[src/rtl/mem_lsu_seq_if.sv]
// Data-bus side of the load/store sequencer: one beat per valid/ready handshake.
// master : the sequencer (drives the beat request, write data and byte enables)
// slave  : the memory or bridge (returns ready and read data)
// bus_valid  beat request
// bus_ready  beat accepted/completed
// bus_we     beat is a write
// bus_addr   beat address, aligned to BUS_BYTES
// bus_be     per-lane byte enable
// bus_wdata  lane-positioned write data
// bus_rdata  read data, valid when bus_valid && bus_ready
interface mem_lsu_seq_if #(
    parameter int BUS_BYTES = 2,
    parameter int ADDR_W    = 32
);
    logic                   bus_valid;
    logic                   bus_ready;
    logic                   bus_we;
    logic [ADDR_W-1:0]      bus_addr;
    logic [BUS_BYTES-1:0]   bus_be;
    logic [8*BUS_BYTES-1:0] bus_wdata;
    logic [8*BUS_BYTES-1:0] bus_rdata;

    modport master (
        output bus_valid, bus_we, bus_addr, bus_be, bus_wdata,
        input  bus_ready, bus_rdata
    );

    modport slave (
        input  bus_valid, bus_we, bus_addr, bus_be, bus_wdata,
        output bus_ready, bus_rdata
    );
endinterface

[src/rtl/mem_lsu_seq.sv]
// Multi-beat load/store sequencer between the M-stage register and the data bus.
// Accepts one word/half/byte access, checks alignment, splits it into beats of
// BUS_BYTES bytes and returns sign/zero-extended load data.
// clk, reset (async, active low)
// start/kill/we/width/sign/addr/wdata : request from the pipeline
// busy, done, rdata, exc_adel, exc_ades : status back to the pipeline/stall logic
// bus : beat-level valid/ready bus (master side)
//
// state | meaning
// IDLE  | waiting for start
// XFER  | driving beats, one per bus_ready
// FIN   | one-cycle done pulse, load result presented
// ERR   | one-cycle address-error pulse
module mem_lsu_seq #(
    parameter int BUS_BYTES = 2,
    parameter int ADDR_W    = 32
) (
    input  logic              clk,
    input  logic              reset,
    input  logic              start,
    input  logic              kill,
    input  logic              we,
    input  logic [1:0]        width,
    input  logic              sign,
    input  logic [ADDR_W-1:0] addr,
    input  logic [31:0]       wdata,
    output logic              busy,
    output logic              done,
    output logic [31:0]       rdata,
    output logic              exc_adel,
    output logic              exc_ades,
    mem_lsu_seq_if.master     bus
);
    typedef enum logic [1:0] {IDLE, XFER, FIN, ERR} state_t;

    localparam logic [1:0] LAST_WORD = 2'(4 / BUS_BYTES - 1);
    localparam logic [1:0] LAST_HALF = 2'((BUS_BYTES >= 2) ? 0 : 1);
    localparam logic [2:0] BUS_SIZE  = 3'(BUS_BYTES);
    localparam logic [1:0] LANE_MASK = 2'(BUS_BYTES - 1);

    state_t state, state_nxt;

    logic              req_we;
    logic [1:0]        req_width;
    logic              req_sign;
    logic [ADDR_W-1:0] req_addr;
    logic [31:0]       req_wdata;
    logic [1:0]        beat;
    logic [31:0]       buf_q;
    logic [31:0]       rdata_q;

    logic                   misaligned;
    logic                   accept;
    logic [2:0]             size;
    logic [1:0]             last_beat;
    logic                   sub_bus;
    logic [1:0]             off;
    logic [BUS_BYTES-1:0]   be_base;
    logic [8*BUS_BYTES-1:0] wsel;
    logic [8*BUS_BYTES-1:0] rd_shift;
    logic [31:0]            ext;

    assign misaligned = (width == 2'b11) ||
                        (width == 2'b01 && addr[0]) ||
                        (width == 2'b00 && addr[1:0] != 2'b00);
    assign accept = (state == IDLE) && start && !kill;

    always_comb begin
        size      = 3'd1;
        last_beat = 2'd0;
        be_base   = BUS_BYTES'(1);
        case (req_width)
            2'b00: begin
                size      = 3'd4;
                last_beat = LAST_WORD;
                be_base   = '1;
            end
            2'b01: begin
                size      = 3'd2;
                last_beat = LAST_HALF;
                be_base   = BUS_BYTES'(3);
            end
            default: ;
        endcase
    end

    // Narrow accesses occupy a single beat at lane offset addr mod BUS_BYTES.
    assign sub_bus  = size < BUS_SIZE;
    assign off      = sub_bus ? (req_addr[1:0] & LANE_MASK) : 2'd0;
    assign rd_shift = bus.bus_rdata >> {off, 3'b000};

    always_comb begin
        wsel = '0;
        for (int j = 0; j < 4; j++) begin
            if (j / BUS_BYTES == int'(beat)) begin
                wsel[8*(j % BUS_BYTES) +: 8] = req_wdata[8*j +: 8];
            end
        end
    end

    always_comb begin
        case (req_width)
            2'b00:   ext = buf_q;
            2'b01:   ext = {{16{req_sign & buf_q[15]}}, buf_q[15:0]};
            default: ext = {{24{req_sign & buf_q[7]}}, buf_q[7:0]};
        endcase
    end

    always_ff @(posedge clk or negedge reset) begin
        if (!reset) begin
            state <= IDLE;
        end else begin
            state <= state_nxt;
        end
    end

    always_comb begin
        state_nxt     = state;
        busy          = 1'b1;
        done          = 1'b0;
        exc_adel      = 1'b0;
        exc_ades      = 1'b0;
        rdata         = rdata_q;
        bus.bus_valid = 1'b0;
        bus.bus_we    = 1'b0;
        bus.bus_addr  = '0;
        bus.bus_be    = '0;
        bus.bus_wdata = '0;
        case (state)
            IDLE: begin
                busy = 1'b0;
                if (start && !kill) begin
                    state_nxt = misaligned ? ERR : XFER;
                end
            end
            XFER: begin
                bus.bus_valid = 1'b1;
                bus.bus_we    = req_we;
                bus.bus_addr  = (req_addr & ~ADDR_W'(BUS_BYTES - 1)) +
                                (ADDR_W'(beat) * ADDR_W'(BUS_BYTES));
                bus.bus_be    = sub_bus ? (be_base << off) : '1;
                bus.bus_wdata = wsel << {off, 3'b000};
                if (bus.bus_ready && beat == last_beat) begin
                    state_nxt = FIN;
                end
            end
            FIN: begin
                done      = 1'b1;
                state_nxt = IDLE;
                if (!req_we) begin
                    rdata = ext;
                end
            end
            ERR: begin
                exc_adel  = !req_we;
                exc_ades  = req_we;
                state_nxt = IDLE;
            end
            default: state_nxt = IDLE;
        endcase
    end

    always_ff @(posedge clk or negedge reset) begin
        if (!reset) begin
            req_we    <= 1'b0;
            req_width <= 2'b00;
            req_sign  <= 1'b0;
            req_addr  <= '0;
            req_wdata <= '0;
            beat      <= 2'd0;
            buf_q     <= '0;
            rdata_q   <= '0;
        end else begin
            if (accept) begin
                req_we    <= we;
                req_width <= width;
                req_sign  <= sign;
                req_addr  <= addr;
                req_wdata <= wdata;
                beat      <= 2'd0;
            end
            if (state == XFER && bus.bus_ready) begin
                beat <= beat + 2'd1;
                if (!req_we) begin
                    // Bytes above the access size may be filled with other lanes; ext ignores them.
                    for (int j = 0; j < 4; j++) begin
                        if (j / BUS_BYTES == int'(beat)) begin
                            buf_q[8*j +: 8] <= rd_shift[8*(j % BUS_BYTES) +: 8];
                        end
                    end
                end
            end
            if (state == FIN && !req_we) begin
                rdata_q <= ext;
            end
        end
    end
endmodule

[src/flat_wrapper.sv]
// flat-port wrapper written by rule: the top's interface ports become plain ports
module mem_lsu_seq_flat 
#(
    parameter int BUS_BYTES = 2,
    parameter int ADDR_W    = 32
)
  (clk, reset, start, kill, we, width, sign, addr, wdata, busy, done, rdata, exc_adel, exc_ades, bus_bus_valid, bus_bus_we, bus_bus_addr, bus_bus_be, bus_bus_wdata, bus_bus_ready, bus_bus_rdata);
  mem_lsu_seq_if #(.BUS_BYTES(BUS_BYTES), .ADDR_W(ADDR_W)) bus_i ();
  input  logic clk;
  input  logic reset;
  input  logic start;
  input  logic kill;
  input  logic we;
  input  logic [1:0] width;
  input  logic sign;
  input  logic [ADDR_W-1:0] addr;
  input  logic [31:0] wdata;
  output logic busy;
  output logic done;
  output logic [31:0] rdata;
  output logic exc_adel;
  output logic exc_ades;
  output wire logic [$bits(bus_i.bus_valid)-1:0] bus_bus_valid;
  output wire logic [$bits(bus_i.bus_we)-1:0] bus_bus_we;
  output wire logic [$bits(bus_i.bus_addr)-1:0] bus_bus_addr;
  output wire logic [$bits(bus_i.bus_be)-1:0] bus_bus_be;
  output wire logic [$bits(bus_i.bus_wdata)-1:0] bus_bus_wdata;
  input wire logic [$bits(bus_i.bus_ready)-1:0] bus_bus_ready;
  input wire logic [$bits(bus_i.bus_rdata)-1:0] bus_bus_rdata;
  assign bus_bus_valid = bus_i.bus_valid;
  assign bus_bus_we = bus_i.bus_we;
  assign bus_bus_addr = bus_i.bus_addr;
  assign bus_bus_be = bus_i.bus_be;
  assign bus_bus_wdata = bus_i.bus_wdata;
  assign bus_i.bus_ready = bus_bus_ready;
  assign bus_i.bus_rdata = bus_bus_rdata;
  mem_lsu_seq #(.BUS_BYTES(BUS_BYTES), .ADDR_W(ADDR_W)) u_core (.clk(clk), .reset(reset), .start(start), .kill(kill), .we(we), .width(width), .sign(sign), .addr(addr), .wdata(wdata), .busy(busy), .done(done), .rdata(rdata), .exc_adel(exc_adel), .exc_ades(exc_ades), .bus(bus_i));
endmodule
[config.mk]
export PLATFORM = sky130hd
export DESIGN_NAME = mem_lsu_seq_flat
export DESIGN_NICKNAME = d
export VERILOG_FILES = /design/src/rtl/mem_lsu_seq_if.sv /design/src/rtl/mem_lsu_seq.sv /design/src/flat_wrapper.sv
export SDC_FILE = /design/constraint.sdc
export NUM_CORES = 1
export LEC_CHECK = 0
export CAP_MARGIN = 0
export CORE_MARGIN = 1.5
export CORE_UTILIZATION = 40
export DETAILED_ROUTE_END_ITERATION = 7
export PLACE_DENSITY_LB_ADDON = 0.15
export SLEW_MARGIN = 40
export SYNTH_ARGS = -nofsm -noshare
export SYNTH_HDL_FRONTEND = slang
export SYNTH_SLANG_ARGS = --single-unit
export TNS_END_PERCENT = 5
[constraint.sdc]
create_clock -name clk -period 2.3 [get_ports clk]
set_input_delay 0.46 -clock clk [delete_from_list [all_inputs] [get_ports clk]]
set_output_delay 0.46 -clock clk [all_outputs]
set_load 0.01 [all_outputs]
# After elaboration in Yosys (flattened, before gate mapping)
# Cells that the tools add are included.
# W data, S select, Z words.
[totals]
reg_bits = 136
inputBits = 89
output_inout_bits = 88
elab_cells = 79
[classes]
n_addsub = 2
magnitude_cmp = 1
n_eq_ne = 10
shift = 3
n_mux = 27
bitwise_logic = 3
reduce_logical = 23
[op_table]
columns = ["cell", "n"]
rows = [
  ["$mux W32", 3],
  ["$pmux W32 S2", 1],
  ["$add A32 B3 Y32", 1],
  ["$mux W8", 4],
  ["$mux W16", 1],
  ["$mux W2", 8],
  ["$shl A16 B5 Y16", 1],
  ["$shr A16 B5 Y16", 1],
  ["$logic_and A1 B1 Y1", 8],
  ["$logic_not A2 Y1", 4],
  ["$mux W1", 8],
  ["$eq A2 B1 Y1 const B", 3],
  ["$eq A2 B2 Y1 const B", 3],
  ["$pmux W2 S3", 1],
  ["$pmux W3 S2", 1],
  ["$reduce_and A3 Y1", 2],
  ["$reduce_bool A2 Y1", 2],
  ["$reduce_or A2 Y1", 2],
  ["$lt A3 B2 Y1 const B", 1],
  ["$add A2 B1 Y2 const B", 1],
  ["$and A1 B1 Y1", 2],
  ["$eq A2 B1 Y1", 1],
  ["$eq A2 B2 Y1 const A", 1],
  ["$logic_not A1 Y1", 2],
  ["6 further kinds", 7],
]

# Depth between registers and ports, before layout
# Gate-level depths: netlist (run 1).
[depth]
depth_word = 7
depth_mapped = 8
ltp_nobuf = 6

# Least setup slack after synthesis (run 1)
# No wires, ideal clock.
[synth_timing]
kind = "flip-flop to output port"
start = "reg u_core.beat[0]"
end = "out bus_bus_addr[31]"
arrival_ns = 1.945
t_required_ns = 1.840
path_slack_ns = -0.105
stages_incl_launch_ff = 7
path_buffers = 0
cell_sequence = "dfrtp_1 ha_1 fa_1 and4_4 nand4_4 or4_1 a21oi_1"
[synth_via]
elab_chain_len = 2
[synth_rtl]
columns = ["item", "line_no", "text"]
rows = [
  ["start: declaration", "mem_lsu_seq.sv:48", "logic [1:0] beat;"],
  ["start signal: assignment", "mem_lsu_seq.sv:183", "beat <= beat + 2'd1;"],
  ["$add A32 B3 Y32", "mem_lsu_seq.sv:139", "bus.bus_addr = (req_addr & ~ADDR_W'(BUS_BYTES - 1)) +"],
  ["$mux W32", "mem_lsu_seq.sv:129", "case (state)"],
  ["end: declaration", "flat_wrapper.sv:25", "output wire logic [$bits(bus_i.bus_addr)-1:0] bus_bus_addr;"],
]
# No other way between the ends.

# Worst setup path in the final report (run 1)
[layout_timing]
start = "reg u_core.beat[0]"
end = "out bus_bus_addr[27]"
# Same word-level chain as after synthesis.

==> results.yml, run 1 <==
outcome:
  status: "finished with violations"
  violations: "negative setup slack"
timing:
  final.setup.worst_slack_ns: -0.5809
  slew_violations: 0
  setup_viol: 69
  clock_skew_ns: 0.008438
  worstMarginPinSlew_ns: 0.5229
  post-route-period-util_pct: 125.3
  finalHoldViolCount: 0
  timing.hold.ws_ns: 0.005758
  grt_setup_unrepaired: "true"
  period_minus_slack_ns: 2.881
  relSlewSlack_pct: 65.14
  fmax_ghz: 0.3471
final_layout:
  nets: 1036
  drive_above_1_share_pct: 35.71
  multiInputGateArea_um2: 3416
  fin_util_pct: 61.66
  final.fill_count: 1379
  syn_to_final_growth_pct: 50.52
  seq_area_um2: 3403
logic_synthesis:
  synth_cell_types: 47
  yosysSeqAreaShare_pct: 49.92
  ys_warn_count: 0
  synthTopCellsByCount: "dfrtp_1, nand2_1, a21oi_1, mux2_2, nor2_1"
  yosysMostFrequentCell: "dfrtp_1"
  synthTopCellsByArea: "dfrtp_1, mux2_2, a21oi_1"
  synthCells: 681
  yosysTopAreaCell: "dfrtp_1"
  synth-edff-count: 0
  async_flop_share_pct: 100.0
  avgSynthCellArea_um2: 10.01
  syn-num-nets: 775
  yosys.area.top_type_share_pct: 49.92
  synth_ff_type: "dfrtp_1"
  ys_ff_latch: 136
  netlist_area_um2: 6818
floorplan:
  fp-row-count: 47
  core_area_um2: 16640
  die_area_um2: 17840
  start_util_pct: 40.97
  ioPinCount: 177
  fp.dieW_um: 133.6
  die_h_um: 133.6
drt:
  wl_per_cell_um: 16.71
  route.detailed.drc: 0
  wirelength_mm: 19.65
  via_per_inst: 5.202
  vias: 6118
  drt-initial-drc-count: 345
  drtPass1Iterations: 4
  antenna_left: 0
worst_setup_path:
  cpMaxStageDelayCell: "or4_4"
  r2r_start: "u_core.state[1]"
  criticalPathCategory: "flip-flop to output port"
  arrival_ns: 2.42
  cp_max_fo: 4
  slowest_delay_ns: 0.44
  cp-start-kind: "flip-flop"
  cp-startpoint: "u_core.beat[0]"
  path_cells: "ha_4 -> fa_2 -> and4_4 -> nand4_4 -> buf_4 -> or4_4 -> a21oi_4 -> buf_2"
  cp_data_required_time_ns: 1.84
  cp-end-kind: "output port"
grt:
  grt_remaining_overflow: 0
  antenna_found_initial: 1
  grt_pass1_vias: 6242
  grt_max_degree: 55
  grt_pass1_wl_mm: 31.57
  groute.usage.overall_pct: 22.51
clock_network:
  clkLatencyLatePin_ns: 0.42
  clkSlewWorstSetupHoldPaths_ns: 0.06
  clock_path_buffers: 2
  numCtsBuffers: 17
  htreeDepth: 4
  cts.sink_count: 136
  cts_tree: "done"
  cts_root_buf: "clkbuf_16"
power:
  max-vdd-ir-drop_uv: 616.9
  p_leak_nw: 4.597
  power_density_nw_per_um2: 1413
min_path:
  min_path_type: "primary input to asynchronous set/reset pin"
place:
  dp_slack_ns: -0.5883
  post-dp-hpwl_mm: 13.90
  routabilityCongestion: 0.8550
  portBuffers: 175
job:
  drv_cap: 0
-- logic make-up (layout without fill, tap and decap cells) --
kind of cell | count (synthesis) | count (layout) | synth area share, %
adder cells (fa/ha/maj) | 5 | 5 | 1.028
XOR/XNOR | 10 | 10 | 1.285
other | 1 | 2 | 0.05500
flip-flops | 136 | 136 | 49.92
multiplexers | 87 | 87 | 14.20
buffers and inverters | 56 | 328 | 4.239
AO/OA/AOI/OAI | 161 | 161 | 13.27
AND/OR/NAND/NOR | 225 | 227 | 16.00
-- layer usage --
| layer | GRT usage, % | vias to the layer above | part of all wire (%) |
|---|---|---|---|
| met2 | 37.94 | 165 | 50 |
| met3 | 5.518 | 28 | 5.5 |
| met1 | 28.26 | 2989 | 43 |
| met5 | 0 | - | 0 |
| met4 | 7.850 | 0 | 1.6 |
| li1 | - | 2936 | - |
-- cell type report --
cell class / count / area share (%)
well taps: 220 / 2.682
clock buffers: 21 / 4.682
repair buffers: 286 / 24.16
inverters: 10 / 0.3658
clock inverters: 11 / 1.634
flip-flops and latches: 136 / 33.16
diodes: 1 / 0.02438
multi-input cells: 491 / 33.28
-- path summary, 6_finish.rpt --
check / to / slack (ns) / cells past startpoint
min in group clk: u_core.buf_q[27] / 0.48 / 2
max: bus_bus_addr[27] / -0.58 / 8
max in group asynchronous: u_core.rdata_q[3] / 1.68 / 2
max reg2reg: u_core.req_addr[20] / 0.30 / 6
min: u_core.rdata_q[25] / 0.006 / 1
min reg2reg: u_core.buf_q[27] / 0.48 / 2
-- cells in the final DEF (no fill, tap or decap), types with 11 or more instances in the layout --
| master | synthesis | final |
|---|---|---|
| buf_6 | 6 | 14 |
| nor2_1 | 60 | 57 |
| clkbuf_16 | 0 | 17 |
| a21oi_2 | 0 | 18 |
| nand2_1 | 97 | 96 |
| a21oi_1 | 78 | 59 |
| dfrtp_1 | 136 | 136 |
| clkdlybuf4s50_1 | 0 | 105 |
| mux2_2 | 78 | 70 |
| o21ai_0 | 47 | 46 |
| buf_4 | 3 | 98 |
| dlygate4sd2_1 | 0 | 12 |
| a211oi_1 | 16 | 11 |
| buf_2 | 18 | 43 |
-- power by group --
part | leakage (nW) | internal, mW | switching [mW]
logic | 2.63 | 3.70 | 3.57
clock network | 0.315 | 1.93 | 1.03
registers | 1.65 | 3.59 | 0.683
total | 4.60 | 9.21 | 5.29
-- state kept, by name (all words and copies together), names as in the netlist --
name,flops
u_core.req_we,1
u_core.req_sign,1
u_core.state,2
u_core.req_width,2
u_core.beat,2
u_core.req_wdata,32
u_core.rdata_q,32
u_core.req_addr,32
u_core.buf_q,32
-- critical path, delay by kind of cell, from the launching register on --
kind / cells / cell delay [ns]
compound gates: 1 / 0.14
flops: 1 / 0.40
buf+inv: 2 / 0.32
simple gates: 3 / 0.80
fa+ha+maj: 2 / 0.35
-- repair_timing --
item | CTS | global route
endpoints found under the setup margin | 83 | 77
setup buffers | 7 | 2
hold buffers | 0 | 0
gates resized for setup | 281 | 27
cloned | 2 | 0
pin swaps | 28 | 7
-- per-stage QoR --
| stage | instances | power, mW | cell area (µm²) | setup TNS [ns] |
|---|---|---|---|---|
| 2_1_floorplan | 681 | 7.696 | 6830 | -0.2445 |
| 3_3_place_gp | 1132 | 11.31 | 9492 | -10.75 |
| 3_5_place_dp | 1132 | 11.52 | 9492 | -12.46 |
| 4_1_cts | 1173 | 14.46 | 10190 | -19.70 |
| 5_1_grt | 1176 | 15.48 | 10260 | -25.59 |
| 6_report | 1176 | 14.51 | 10260 | -17.78 |
No activity file was read; power rests on OpenSTA's default activity.
==> run 2, diff against run 1 <==
Settings changed: TNS_END_PERCENT 5 to 1.
==> run 2 against run 1 <==
Net effect:
- the run still ends with negative setup slack left
- non-clock buffer count down 1
- sequential share of layout area barely moved
- cell area barely moved
- highest routed layer unchanged
- critical path depth is the same
- clock power barely moved
==> results.yml, run 2 (synthesized netlist as in run 1, its figures left out) <==
power:
  power_mw: 14.49
  p_sw_mw: 5.288
  max-vdd-ir-drop_uv: 616.2
  pwr-share-seq_pct: 29.5
  power_density_nw_per_um2: 1413
  p_int_mw: 9.205
  combPwrFrac_pct: 50.1
  p_leak_nw: 4.591
  power_frac_clock_pct: 20.5
  switching_share_pct: 36.49
min_path:
  min_path_type: "primary input to asynchronous set/reset pin"
floorplan:
  core_area_um2: 16640
  ioPinCount: 177
  start_util_pct: 40.97
  die_h_um: 133.6
  fp-row-count: 47
  die_area_um2: 17840
  fp.dieW_um: 133.6
drt:
  vias: 6126
  route.detailed.drc: 0
  drt-initial-drc-count: 345
  wl_per_cell_um: 16.74
  drtPass1Iterations: 4
  via_per_inst: 5.214
  antenna_left: 0
  wirelength_mm: 19.67
clock_network:
  cts_tree: "done"
  cts_root_buf: "clkbuf_16"
  numCtsBuffers: 17
  clock_path_buffers: 2
  clkSlewWorstSetupHoldPaths_ns: 0.06
  cts_hold_buf: 0
  clkLatencyLatePin_ns: 0.42
  cts.sink_count: 136
  htreeDepth: 4
grt:
  groute.usage.overall_pct: 22.51
  antenna_found_initial: 1
  grt_pass1_wl_mm: 31.57
  grt_pass1_vias: 6242
  grt_max_degree: 55
  grt_remaining_overflow: 0
final_layout:
  final_common_cell: "dfrtp_1"
  final-instance-count-excl-fill: 1175
  drive_above_1_share_pct: 35.64
  syn_to_final_growth_pct: 50.41
  fin_util_pct: 61.62
  nets: 1035
  fin_area_um2: 10250
  final.fill_count: 1376
  final_cell_mix: "dfrtp_1, clkdlybuf4s50_1, buf_4, nand2_1, mux2_2"
job:
  drv_cap: 0
timing:
  setup-tns-final_ns: -17.88
  clock_skew_ns: 0.006904
  period_minus_slack_ns: 2.897
  grt_setup_unrepaired: "true"
  slew_violations: 0
  worstMarginPinSlew_ns: 0.5235
  timing.hold.ws_ns: 0.004028
  post-route-period-util_pct: 125.9
  fmax_ghz: 0.3452
  final.setup.worst_slack_ns: -0.5966
  relSlewSlack_pct: 65.10
  setup_viol: 69
  finalHoldViolCount: 0
worst_setup_path:
  arrival_ns: 2.44
  r2r_end: "u_core.req_addr[20]"
  cp_max_fo: 4
  r2r_slack_ns: 0.30
  cp-start-kind: "flip-flop"
  cp_data_required_time_ns: 1.84
  criticalPathCategory: "flip-flop to output port"
  r2r_start: "u_core.state[1]"
  r2r_cells: 6
  cp-end-kind: "output port"
place:
  dp_slack_ns: -0.5883
  placed_area_um2: 9492
  portBuffers: 175
  post-dp-hpwl_mm: 13.90
  dp.cells: 1132
  routabilityCongestion: 0.8550
outcome:
  status: "finished with violations"
  violations: "negative setup slack"
-- run 2: cell type report --
cell class,instances,area (µm²),area share [%]
clock inverters,11,167.7,1.635
well taps,220,275.3,2.684
flip-flops and latches,136,3403,33.19
inverters,10,37.54,0.3660
clock buffers,21,480.5,4.685
multi-input cells,491,3416,33.31
diodes,1,2.502,0.02440
repair buffers,285,2472,24.11
-- run 2: repair_timing --
action | 4_1_cts | 5_1_grt
buffers inserted | 7 | 1
endpoints found under the setup margin | 83 | 77
cloned | 2 | 0
resized for setup | 281 | 27
pin swaps | 28 | 7
-- run 2: worst max-delay path, stage by stage (launching register included) --
cell and delay, ns:
dfrtp_1 0.40, ha_4 0.16, fa_2 0.20, and4_4 0.24
nand4_4 0.12, buf_4 0.18, or4_4 0.44, a21oi_4 0.14
buf_2 0.14
-- run 2: worst max path at each step --
stage / from / to / cells past startpoint
4_1_cts: u_core.beat[0] / bus_bus_addr[27] / 8
3_3_place_gp: u_core.req_addr[1] / bus_bus_addr[27] / 7
3_5_place_dp: u_core.beat[0] / bus_bus_addr[27] / 7
5_1_grt: u_core.beat[0] / bus_bus_addr[25] / 8
6_report: u_core.beat[0] / bus_bus_addr[27] / 8
2_1_floorplan: u_core.beat[0] / bus_bus_addr[15] / 6
-- run 2: power groups by stage --
stage | clock network (mW) | logic [mW] | registers [mW]
after global routing | 3.13 | 7.92 | 4.42
final | 2.96 | 7.26 | 4.27
after global placement | 0 | 7.10 | 4.21
after floorplan | 0 | 3.51 | 4.19
after detailed placement | 0 | 7.25 | 4.27
after CTS | 3.02 | 7.19 | 4.25
-- run 2: layer usage --
metal | routed length (µm) | track usage (%)
met2 | 9931 | 37.94
met5 | 0 | 0
met3 | 1011 | 5.518
met4 | 305 | 7.850
met1 | 8419 | 28.26
==> run 3, diff against run 2 <==
Settings changed: CTS_CLUSTER_DIAMETER set to 80.
==> results of run 3 <==
No change in the layout: final DEF, timing and power equal those of run 2.
